File: src/rtl/model_replay_buffer.sv
// Replay buffer of (location, action, next location, reward) transitions feeding a planning sampler.
// Define REPLAY_RANDOM_EN for LFSR-driven sampling; otherwise entries are sampled in order.
module model_replay_buffer #(
    parameter int LOCATION_LENGTH = 8,
    parameter int REWARD_LENGTH   = 11,
    parameter int DEPTH_LOG2      = 4,
    parameter int PLAN_STEPS      = 5
) (
    input  logic                       clk,
    input  logic                       reset,
    input  logic                       store,
    input  logic [LOCATION_LENGTH-1:0] s_location,
    input  logic [1:0]                 s_action,
    input  logic [LOCATION_LENGTH-1:0] s_n_location,
    input  logic [REWARD_LENGTH-1:0]   s_reward,
    input  logic                       plan_start,
    input  logic                       plan_ready,
    output logic                       plan_valid,
    output logic [LOCATION_LENGTH-1:0] plan_location,
    output logic [1:0]                 plan_action,
    output logic [LOCATION_LENGTH-1:0] plan_n_location,
    output logic [REWARD_LENGTH-1:0]   plan_reward,
    output logic                       plan_busy,
    output logic                       plan_done,
    output logic [DEPTH_LOG2:0]        count
);

    localparam int                    DEPTH      = 1 << DEPTH_LOG2;
    localparam logic [DEPTH_LOG2:0]   DEPTH_CNT  = DEPTH[DEPTH_LOG2:0];
    localparam logic [DEPTH_LOG2:0]   CNT_ONE    = (DEPTH_LOG2+1)'(1'b1);
    localparam logic [DEPTH_LOG2-1:0] IDX_ONE    = DEPTH_LOG2'(1'b1);
    localparam logic [DEPTH_LOG2-1:0] IDX_ZERO   = DEPTH_LOG2'(1'b0);
    localparam logic [7:0]            STEPS_LAST = PLAN_STEPS[7:0];
    localparam logic [15:0]           LFSR_SEED  = 16'hACE1;

    typedef enum logic [1:0] {
        IDLE  = 2'd0,
        FETCH = 2'd1,
        ISSUE = 2'd2,
        DONE  = 2'd3
    } state_t;

    // Fibonacci LFSR step, taps 16,14,13,11.
    function automatic logic [15:0] lfsr_next(input logic [15:0] v);
        return {v[14:0], v[15] ^ v[13] ^ v[12] ^ v[10]};
    endfunction

    logic [LOCATION_LENGTH-1:0] mem_loc_r   [DEPTH];
    logic [1:0]                 mem_act_r   [DEPTH];
    logic [LOCATION_LENGTH-1:0] mem_nloc_r  [DEPTH];
    logic [REWARD_LENGTH-1:0]   mem_rew_r   [DEPTH];

    state_t                     state_r;
    state_t                     next_state_s;
    logic [DEPTH_LOG2-1:0]      wr_ptr_r;
    logic [DEPTH_LOG2:0]        count_r;
    logic [7:0]                 step_r;
    logic [DEPTH_LOG2-1:0]      seq_idx_r;
    logic [DEPTH_LOG2:0]        seq_inc_s;
    logic [15:0]                lfsr_r;
    logic [DEPTH_LOG2-1:0]      cand_idx_s;
    logic                       cand_ok_s;
    logic                       handshake_s;
    logic                       last_step_s;

    logic                       plan_valid_r;
    logic                       plan_busy_r;
    logic                       plan_done_r;
    logic [LOCATION_LENGTH-1:0] plan_loc_r;
    logic [1:0]                 plan_act_r;
    logic [LOCATION_LENGTH-1:0] plan_nloc_r;
    logic [REWARD_LENGTH-1:0]   plan_rew_r;

    // Candidate index selection and handshake decode.
    always_comb begin
`ifdef REPLAY_RANDOM_EN
        cand_idx_s = lfsr_r[DEPTH_LOG2-1:0];
`else
        cand_idx_s = seq_idx_r;
`endif
        cand_ok_s   = ({1'b0, cand_idx_s} < count_r);
        handshake_s = (state_r == ISSUE) && plan_ready;
        last_step_s = ((step_r + 8'd1) == STEPS_LAST);
        seq_inc_s   = {1'b0, seq_idx_r} + CNT_ONE;
    end

    // Next-state logic for the planning burst.
    always_comb begin
        next_state_s = state_r;
        case (state_r)
            IDLE: begin
                if (plan_start) begin
                    if (count_r != '0) begin
                        next_state_s = FETCH;
                    end else begin
                        next_state_s = DONE;
                    end
                end else begin
                    next_state_s = IDLE;
                end
            end
            FETCH: begin
                if (cand_ok_s) begin
                    next_state_s = ISSUE;
                end else begin
                    next_state_s = FETCH;
                end
            end
            ISSUE: begin
                if (plan_ready) begin
                    if (last_step_s) begin
                        next_state_s = DONE;
                    end else begin
                        next_state_s = FETCH;
                    end
                end else begin
                    next_state_s = ISSUE;
                end
            end
            DONE:    next_state_s = IDLE;
            default: next_state_s = IDLE;
        endcase
    end

    // Entry storage; contents survive reset and become unreachable via count.
    always_ff @(posedge clk) begin
        if (store) begin
            mem_loc_r[wr_ptr_r]  <= s_location;
            mem_act_r[wr_ptr_r]  <= s_action;
            mem_nloc_r[wr_ptr_r] <= s_n_location;
            mem_rew_r[wr_ptr_r]  <= s_reward;
        end
    end

    // Write pointer, fill count, step counter, sequential index and LFSR.
    always_ff @(posedge clk) begin
        if (reset) begin
            state_r   <= IDLE;
            wr_ptr_r  <= IDX_ZERO;
            count_r   <= '0;
            step_r    <= 8'd0;
            seq_idx_r <= IDX_ZERO;
            lfsr_r    <= LFSR_SEED;
        end else begin
            state_r <= next_state_s;
            lfsr_r  <= lfsr_next(lfsr_r);
            if (store) begin
                wr_ptr_r <= wr_ptr_r + IDX_ONE;
                if (count_r != DEPTH_CNT) begin
                    count_r <= count_r + CNT_ONE;
                end
            end
            if (handshake_s) begin
                step_r <= step_r + 8'd1;
                // Wrap against the count seen this cycle so the index never points past valid data.
                if (seq_inc_s >= count_r) begin
                    seq_idx_r <= IDX_ZERO;
                end else begin
                    seq_idx_r <= seq_inc_s[DEPTH_LOG2-1:0];
                end
            end else if (state_r == DONE) begin
                step_r <= 8'd0;
            end
        end
    end

    // Registered sample outputs; latched copies are immune to later overwrites.
    always_ff @(posedge clk) begin
        if (reset) begin
            plan_valid_r <= 1'b0;
            plan_busy_r  <= 1'b0;
            plan_done_r  <= 1'b0;
            plan_loc_r   <= '0;
            plan_act_r   <= 2'd0;
            plan_nloc_r  <= '0;
            plan_rew_r   <= '0;
        end else begin
            plan_valid_r <= (next_state_s == ISSUE);
            plan_busy_r  <= (next_state_s != IDLE);
            plan_done_r  <= (state_r == DONE);
            if ((state_r == FETCH) && cand_ok_s) begin
                plan_loc_r  <= mem_loc_r[cand_idx_s];
                plan_act_r  <= mem_act_r[cand_idx_s];
                plan_nloc_r <= mem_nloc_r[cand_idx_s];
                plan_rew_r  <= mem_rew_r[cand_idx_s];
            end
        end
    end

    assign plan_valid      = plan_valid_r;
    assign plan_busy       = plan_busy_r;
    assign plan_done       = plan_done_r;
    assign plan_location   = plan_loc_r;
    assign plan_action     = plan_act_r;
    assign plan_n_location = plan_nloc_r;
    assign plan_reward     = plan_rew_r;
    assign count           = count_r;

endmodule

File: config.mk
export PLATFORM = sky130hd
export DESIGN_NAME = model_replay_buffer
export DESIGN_NICKNAME = d
export VERILOG_FILES = /design/src/rtl/model_replay_buffer.sv
export SDC_FILE = /design/constraint.sdc
export NUM_CORES = 1
export LEC_CHECK = 0
export BUFFER_PORTS_ARGS = -buffer_cell sky130_fd_sc_hd__buf_2
export CAP_MARGIN = 5
export CORE_MARGIN = 3
export CORE_UTILIZATION = 58
export DETAILED_ROUTE_END_ITERATION = 6
export PLACE_DENSITY = 0.83
export SETUP_SLACK_MARGIN = 0.05
export SYNTH_ARGS = -nofsm -noshare
export SYNTH_HDL_FRONTEND = slang
export SYNTH_SLANG_ARGS = --single-unit
export TNS_END_PERCENT = 10
File: constraint.sdc
create_clock -name clk -period 3.3 [get_ports clk]
set_clock_uncertainty 0.2 [all_clocks]
set_input_delay 0.495 -clock clk [delete_from_list [all_inputs] [get_ports clk]]
set_output_delay 0.495 -clock clk [all_outputs]
set_load 0.02 [all_outputs]
==> results of run 1 <==
-- synthesized netlist by cell type, types with 4 or more instances --
master / instances
nor2b_1: 31
clkbuf_1: 28
dfxtp_1: 55
a211oi_1: 33
inv_1: 13
buf_2: 14
nor3_1: 4
o21ai_0: 9
ha_1: 18
a22o_1: 31
xnor2_1: 6
nor2_1: 28
nand2_1: 15
buf_4: 4
and2_1: 18
mux4_2: 116
nand4_1: 5
buf_6: 7
buf_1: 4
mux2i_1: 31
nand2b_1: 6
edfxtp_1: 464
a21oi_1: 39
-- sequential cells by signal, indices dropped and copies added (netlist names), 5 cells and up --
name,count
mem_act_r,32
plan_location,8
mem_nloc_r,128
count,5
mem_rew_r,176
step_r,8
plan_n_location,8
mem_loc_r,128
plan_reward,11
-- worst max path at each step --
stage | cells after the start | from | to | slack [ns]
after floorplan | 12 | cand_idx_s[0] | plan_n_location[6] | 0.67
after global placement | 6 | cand_idx_s[0] | plan_location[0] | 0.76
after detailed placement | 6 | cand_idx_s[0] | plan_location[0] | 0.68
after CTS | 6 | cand_idx_s[0] | plan_location[0] | 0.57
after global routing | 6 | cand_idx_s[0] | plan_location[0] | 0.44
final | 6 | cand_idx_s[0] | plan_location[3] | 0.61
-- logic make-up after synthesis --
| family | Yosys count | synth area share |
|---|---|---|
| flops | 519 | 0.747 |
| mux | 147 | 0.145 |
| compound gates | 126 | 0.0433 |
| simple gates | 121 | 0.0322 |
| buf+inv | 70 | 0.0173 |
| fa+ha+maj | 18 | 0.0112 |
| xor+xnor | 8 | 0.00348 |
-- power groups by stage --
stage          logic (mW)  registers (mW)  clock network, mW
2_1_floorplan       0.275            7.47                  0
3_3_place_gp        0.498            7.45                  0
3_5_place_dp        0.523            7.46                  0
4_1_cts             0.531            7.32               5.75
5_1_grt             0.577            7.32               6.02
6_report            0.528            7.32               5.69
-- metal layers --
layer  wire, µm  track usage  vias up
li1           -            -     4327
met1      16700        0.338     5223
met2      22000        0.398      592
met3       3970       0.0536      102
met4       1230       0.0843        2
met5          7            0        -
-- per-stage QoR --
| step | setup slack [ns] | area [µm²] | hold WS (ns) |
|---|---|---|---|
| 4_1_cts | 0.569 | 22800 | 0.0737 |
| 6_report | 0.606 | 22800 | 0.0983 |
| 5_1_grt | 0.442 | 22800 | 0.0958 |
| 3_3_place_gp | 0.761 | 21200 | 0.252 |
| 2_1_floorplan | 0.666 | 20100 | 0.240 |
| 3_5_place_dp | 0.682 | 21200 | 0.271 |
-- area by class of cell --
class                      instances  area share
sequential                       519       0.660
clock inverter                    35      0.0151
tap                              448      0.0246
multi-input combinational        420       0.209
antenna                            1    0.000110
clock buffer                      57      0.0565
timing repair buffer             100      0.0319
inverter                          13     0.00214
==> results.toml, run 1 <==
[run_status]
status = "finished clean"

[min_path]
hp-start = "s_location[1]"
whs_endpoint = "mem_loc_r[4][1]"
hp-class = "in2reg"
min_path_cells = 1

[setup_path]
worstPathArrival_ns = 2.96
crit_buf_inv = 1
cp_cell_sequence = "buf_12 > mux4_2 > nor2b_1 > a211oi_1 > a21oi_1 > a22o_1"
rr_endpoint = "plan_location[3]"
critical_path.endpoint_type = "register"
r2r_cells = 6
cp_max_fo = 47
startpoint_type = "register"
worstSetupPathType = "reg2reg"
timing.rr.start = "cand_idx_s[0]"
cp_slowest_cell = "dfxtp_4"
rrSetupSlack_ns = 0.61
slowest_delay_ns = 0.56
cp.required_ns = 3.56
cp_top_family = "compound AO/OA/AOI/OAI gates"

[power_and_ir_drop]
power_switching_share = 0.208
ir_drop_uv = 573
pwr-share-seq = 0.541
pwr-share-clk = 0.420
p_switching_mw = 2.81
leakage_nw = 7.32
p_int_mw = 10.7
p_per_area_mw_per_mm2 = 594
p_total_mw = 13.5
pwr-share-comb = 0.039

[placement]
placed_cells = 1500
dp_hpwl_mm = 22.8
port-buffer-count = 70
place.gp.congestion = 0.762

[floorplanning]
die-width_um = 192
fp.coreArea_mm2 = 0.0339
initial_core_util = 0.594
die_area_mm2 = 0.0370
io_pins = 71
fp.dieH_um = 192
rows = 67

[sta]
timing.fmax_ghz = 0.371
rsz0062_at_grt = "false"
tightest_slew_ns = 0.868
slew_violations = 0
hold_viol_final = 0
fin_tns_setup_ns = 0
setup_viol = 0
slew_headroom = 0.421
min_period_ns = 2.69
period_share = 0.816

[logic_synthesis]
yosys_register_bits = 519
ys_async_sr_fraction = 0
synth_cells = 1009
synth_fp_nets = 1061
synth_top_flop_cell = "edfxtp_1"
ys_types = 41
synthTopCellsByArea = "edfxtp_1 69%, mux4_2 13%, dfxtp_1 5.5%, mux2i_1 1.5%, a22o_1 1.3%"
syn_area_per_cell_um2 = 19.9
seq_area_frac_synth = 0.747
synth-edff-count = 464
yosys_warnings = 0
synth_top_cell_by_area = "edfxtp_1"
synth_area_mm2 = 0.0201
netlist.area_leader.share = 0.693

[global_route]
antenna_found_initial = 2
grt_max_degree = 71
grt-ovfl-total = 0
grt_pass1_vias = 10600
grt_pass1_wl_mm = 66.5
grt_util_all_layers = 0.246

[drt]
dr.pass1.iters = 5
drt_iter0_markers = 1083
wl_per_cell_um = 27.6
drc = 0
vias = 10200
wirelength_mm = 43.9
post_drt_via_cell_ratio = 6.43
postRouteAntennaNets = 0

[finish]
synthToLayoutAreaGrowth_pct = 13.2
final_net_count = 1155
seq_area_mm2 = 0.0150
drive_gt1_frac = 0.274
final_cell_mix = "464 x edfxtp_1, 116 x mux4_2, 70 x buf_2, 51 x dfxtp_1, 49 x clkbuf_16"
instances_no_fill = 1593
multi_input_area_mm2 = 0.00477
final_common_cell = "edfxtp_1"
fillerInstances = 2067
final_util = 0.673

[clock_tree]
cts_tree = "built"
clock_sinks = 519
ctsResizeCount = 0
clk_pin_slew_ns = 0.06
htree_levels = 2
clk_latency_ns = 0.57
cts_made_buffers = 49
cts_max_path_buffers = 3
post_cts_buffers = 0
hold_buffers = 0
root_buffer = "clkbuf_16"

[job]
cap_viol_max_count = 0
Note: power is estimated with default switching activity, not from simulation.
==> run 2: changes to the inputs <==
Settings changed: ABC_AREA set to 1.
Clock period 3.3 ns to 2.76 ns, I/O delays scaled along.
==> results.toml, run 2 <==
[run_status]
status = "finished clean"

[logic_synthesis]
yosys_register_bits = 519
synth_area_mm2 = 0.0208
synth-edff-count = 464
synth_fa_ha_area_frac = 0.0108
synth_most_common_cell = "edfxtp_1"
synthTopCellsByArea = "edfxtp_1 67%, nor2_1 6.5%, o21ai_0 5.5%, dfxtp_1 5.3%, o211ai_1 4.2%"
synth_commonest_cells = "464 x edfxtp_1, 359 x nor2_1, 228 x o21ai_0, 117 x o211ai_1, 90 x nand2_1"
netlist.area_leader.share = 0.670
yosys_warnings = 0
syn_area_per_cell_um2 = 12.3
synth_top_cell_by_area = "edfxtp_1"
synth_top_family_by_area = "compound AO/OA/AOI/OAI gates"
synth_fp_nets = 1735
synthSimpleGateAreaFrac = 0.0944
synth_cells = 1683
muxShareOfSynthArea = 0
seq_area_frac_synth = 0.723
synth-xor-area-share = 0.000843
ys_types = 30
synth_top_flop_cell = "edfxtp_1"
synth_compound_area_frac = 0.133
ys_async_sr_fraction = 0

[floorplanning]
fp.coreArea_mm2 = 0.0350
die_area_mm2 = 0.0381
rows = 68
initial_core_util = 0.594
die-width_um = 195
fp.dieH_um = 195
io_pins = 71

[finish]
final_cell_mix = "464 x edfxtp_1, 343 x nor2_1, 228 x o21ai_0, 117 x o211ai_1, 90 x nand2_1"
final_net_count = 1796
top_regs = "mem_rew_r (176), mem_loc_r (128), mem_nloc_r (128)"
largest_reg_flops = 176
fin_area_mm2 = 0.0235
synthToLayoutAreaGrowth_pct = 12.9
largest-register = "mem_rew_r"
final_common_cell = "edfxtp_1"
insertedDiodeCount = 0
drive_gt1_frac = 0.119

[clock_tree]
clk_latency_ns = 0.57
ctsResizeCount = 0
root_buffer = "clkbuf_16"
hold_buffers = 0
cts_max_path_buffers = 3
cts_made_buffers = 50
clock_sinks = 519
post_cts_buffers = 0
cts_tree = "built"
htree_levels = 2
clk_pin_slew_ns = 0.07

[sta]
min_period_ns = 2.37
tightest_slew_ns = 1.02
setup_viol = 0
slew_headroom = 0.318
period_share = 0.859
timing.fmax_ghz = 0.422
hold_viol_final = 0
slew_violations = 0
fin_tns_setup_ns = 0
rsz0062_at_grt = "false"

[drt]
post_drt_via_cell_ratio = 6.25
wl_per_cell_um = 22.4
wirelength_mm = 50.2
vias = 14000
drt_iter0_markers = 1703
drc = 0
postRouteAntennaNets = 0
dr.pass1.iters = 5

[power_and_ir_drop]
p_switching_mw = 3.39
ir_drop_uv = 641
p_int_mw = 12.8
power_switching_share = 0.209
p_per_area_mw_per_mm2 = 691
pwr-share-clk = 0.419
leakage_nw = 8.05
pwr-share-seq = 0.539
pwr-share-comb = 0.042
p_total_mw = 16.2

[placement]
placed_area_mm2 = 0.0218
dp_hpwl_mm = 27.3
port-buffer-count = 70
place.gp.congestion = 0.826

[setup_path]
critical_path.endpoint_type = "register"
startpoint_type = "register"
cp.required_ns = 3.07
cp_max_fo = 94
worstPathArrival_ns = 2.68
worstSetupPathType = "reg2reg"

[global_route]
grt_use_met1 = 0.344
grt_pass1_wl_mm = 77.3
grt_pass1_vias = 13800
grt_util_all_layers = 0.260
antenna_found_initial = 2
grt-ovfl-total = 0
busiest_layer = "met2"
use_met3 = 0.0497
use_met2 = 0.429
grt_max_degree = 157

[min_path]
hp-class = "in2reg"

[job]
cap_viol_max_count = 0
==> run 2: changes by cell type after synthesis, moves of 32 or more <==
cell      delta
nand2_1     +75
nor2_1     +331
o211ai_1   +116
a211oi_1    -32
o21ai_1     +40
nand3_1     +40
inv_1       +46
mux4_2     -116
o21ai_0    +219
==> run 2: path summary, 6_finish.rpt <==
check	startpoint	endpoint	slack (ns)	cells after the start
worst max register to register	cand_idx_s[1]	plan_reward[8]	0.39	7
worst min register to register	step_r[7]	step_r[7]	0.29	2
worst max-delay path	cand_idx_s[1]	plan_reward[8]	0.39	7
worst min-delay path	s_reward[7]	mem_rew_r[14][7]	0.02	1
==> run 2: cell type report <==
type | count | area (µm²)
sequential | 519 | 15000
fill | 2292 | 11500
multi-input combinational | 992 | 5100
clock buffer | 74 | 1420
timing repair buffer | 118 | 873
tap | 455 | 569
inverter | 63 | 241
clock inverter | 18 | 216
==> run 2: routing by layer <==
metal	vias up	share of wire
met3	159	0.094
met4	4	0.035
met5	-	0.00054
li1	6245	-
met1	6808	0.37
met2	776	0.50
==> run 2: kinds of logic (layout without fill, tap and decap cells) <==
family                   count (synthesis)  after routing
flip-flops                             519            519
AND/OR/NAND/NOR                        502            502
XOR/XNOR                                 2              2
buffers and inverters                  172            273
AO/OA/AOI/OAI                          470            470
adder cells (fa/ha/maj)                 18             18
==> run 2: power groups by stage <==
stage | sequential [mW] | clock [mW] | combinational [mW]
global placement | 8.90 | 0 | 0.637
floorplan | 8.95 | 0 | 0.322
global route | 8.74 | 7.18 | 0.745
finish | 8.74 | 6.78 | 0.684
CTS | 8.74 | 6.83 | 0.680
detailed placement | 8.90 | 0 | 0.668
==> run 2: through the flow <==
step	cells	hold WS [ns]	utilization	setup WS, ns
final	2239	0.0249	0.671	0.389
after detailed placement	2147	0.281	0.624	0.477
after floorplan	1683	0.253	-	0.0533
after global placement	2147	0.265	0.624	0.511
after CTS	2239	0.00389	0.671	0.409
after global routing	2239	0.0112	0.671	0.231
==> run 2: critical path: stages, from the launching register on <==
cell	delay [ns]
dfxtp_4	0.38
buf_4	0.76
o21ai_0	0.26
o211ai_1	0.28
o211ai_1	0.15
nand3_1	0.12
nand2_1	0.05
inv_1	0.05
==> run 3: changes to the inputs <==
Settings changed: ABC_AREA 1 to unset, PLACE_DENSITY 0.83 to 0.86.
==> results.toml, run 3 (synthesized netlist as in run 1, its figures left out) <==
[run_status]
status = "finished clean"

[global_route]
grt_pass1_wl_mm = 68.9
grt_util_all_layers = 0.256
grt_pass1_vias = 10900
grt_max_degree = 65
antenna_found_initial = 3
grt-ovfl-total = 0

[drt]
post_drt_via_cell_ratio = 6.49
wirelength_mm = 45.8
postRouteAntennaNets = 0
wl_per_cell_um = 28.4
drt_iter0_markers = 1320
drc = 0
vias = 10500
dr.pass1.iters = 5

[setup_path]
cp_slowest_cell = "mux4_2"
cp.required_ns = 3.04
crit_buf_inv = 1
worstPathArrival_ns = 2.79
worstSetupPathType = "reg2reg"
cp_top_family = "compound AO/OA/AOI/OAI gates"
slowest_delay_ns = 0.55
cp_cell_sequence = "buf_12 > mux4_2 > nor2b_1 > a211oi_1 > a21oi_1 > a22o_1"
startpoint_type = "register"
cp_max_fo = 37
critical_path.endpoint_type = "register"

[finish]
synthToLayoutAreaGrowth_pct = 15.6
top_regs = "mem_rew_r (176), mem_loc_r (128), mem_nloc_r (128)"
largest-register = "mem_rew_r"
final_cell_mix = "464 x edfxtp_1, 116 x mux4_2, 70 x buf_2, 51 x dfxtp_1, 49 x clkbuf_16"
final_util = 0.687
final_net_count = 1177
final_common_cell = "edfxtp_1"
drive_gt1_frac = 0.281
largest_reg_flops = 176

[floorplanning]
initial_core_util = 0.594
io_pins = 71
fp.dieH_um = 192
rows = 67
die_area_mm2 = 0.0370
die-width_um = 192
fp.coreArea_mm2 = 0.0339

[sta]
period_share = 0.912
timing.fmax_ghz = 0.397
fin_tns_setup_ns = 0
hold_viol_final = 0
setup_viol = 0
rsz0062_at_grt = "false"
min_period_ns = 2.52
slew_headroom = 0.357
tightest_slew_ns = 0.965
slew_violations = 0

[clock_tree]
cts_max_path_buffers = 3
cts_made_buffers = 49
clock_sinks = 519
clk_latency_ns = 0.58
ctsResizeCount = 0
clk_pin_slew_ns = 0.07
post_cts_buffers = 0
hold_buffers = 13
cts_tree = "built"
root_buffer = "clkbuf_16"
htree_levels = 2

[job]
cap_viol_max_count = 0

[min_path]
hp-class = "in2reg"

[power_and_ir_drop]
p_per_area_mw_per_mm2 = 720
ir_drop_uv = 942
leakage_nw = 7.53

[placement]
dp_hpwl_mm = 23.1
port-buffer-count = 70
place.gp.congestion = 0.786
## run 3: changes by cell type in the layout (fill, tap and decap cells not counted), sizes merged, moves of 32 or more
cell,change
a211oi,+32
inv,-48
mux4,+116
nand2,-75
nand3,-40
nor2,-331
o211ai,-116
o21ai,-259
## run 3: final cells by class
| class | count | area [µm²] |
|---|---|---|
| Timing Repair Buffer | 122 | 1060 |
| Tap cell | 448 | 561 |
| Clock inverter | 27 | 427 |
| Fill cell | 2014 | 10600 |
| Antenna cell | 1 | 2.50 |
| Sequential cell | 519 | 15000 |
| Inverter | 13 | 48.8 |
| Multi-Input combinational cell | 420 | 4760 |
| Clock buffer | 65 | 1360 |
## run 3: through the flow
stage / setup slack, ns / cells / total power, mW / hold slack [ns] / cell area [µm²]
6_report: 0.243 / 1615 / 16.7 / 0.0175 / 23300
5_1_grt: 0.161 / 1615 / 17.2 / 0.0184 / 23300
4_1_cts: 0.230 / 1614 / 16.8 / 0.00122 / 23300
3_5_place_dp: 0.316 / 1509 / 9.55 / 0.260 / 21400
3_3_place_gp: 0.413 / 1509 / 9.52 / 0.252 / 21400
2_1_floorplan: 0.126 / 1009 / 9.26 / 0.240 / 20100
## run 3: path summary, 6_finish.rpt
path	from	to	slack, ns	depth (start not counted)
hold reg to reg	step_r[7]	step_r[7]	0.27	2
setup reg to reg	cand_idx_s[0]	plan_n_location[1]	0.24	6
setup / recovery	cand_idx_s[0]	plan_n_location[1]	0.24	6
hold / removal	s_location[3]	mem_loc_r[9][3]	0.02	1
## run 3: per-layer routing
layer	up-vias	wire length, µm	GRT usage
li1	4364	-	-
met3	124	4490	0.0509
met4	4	1550	0.0925
met2	642	22800	0.415
met1	5343	16900	0.352
met5	-	25	0
## run 3: where the power goes
group          leakage, nW  total (mW)  internal, mW  switching, mW
registers             4.64        8.75          8.68         0.0755
clock network        0.874        7.33          4.35           2.97
logic                 2.02       0.670         0.257          0.413
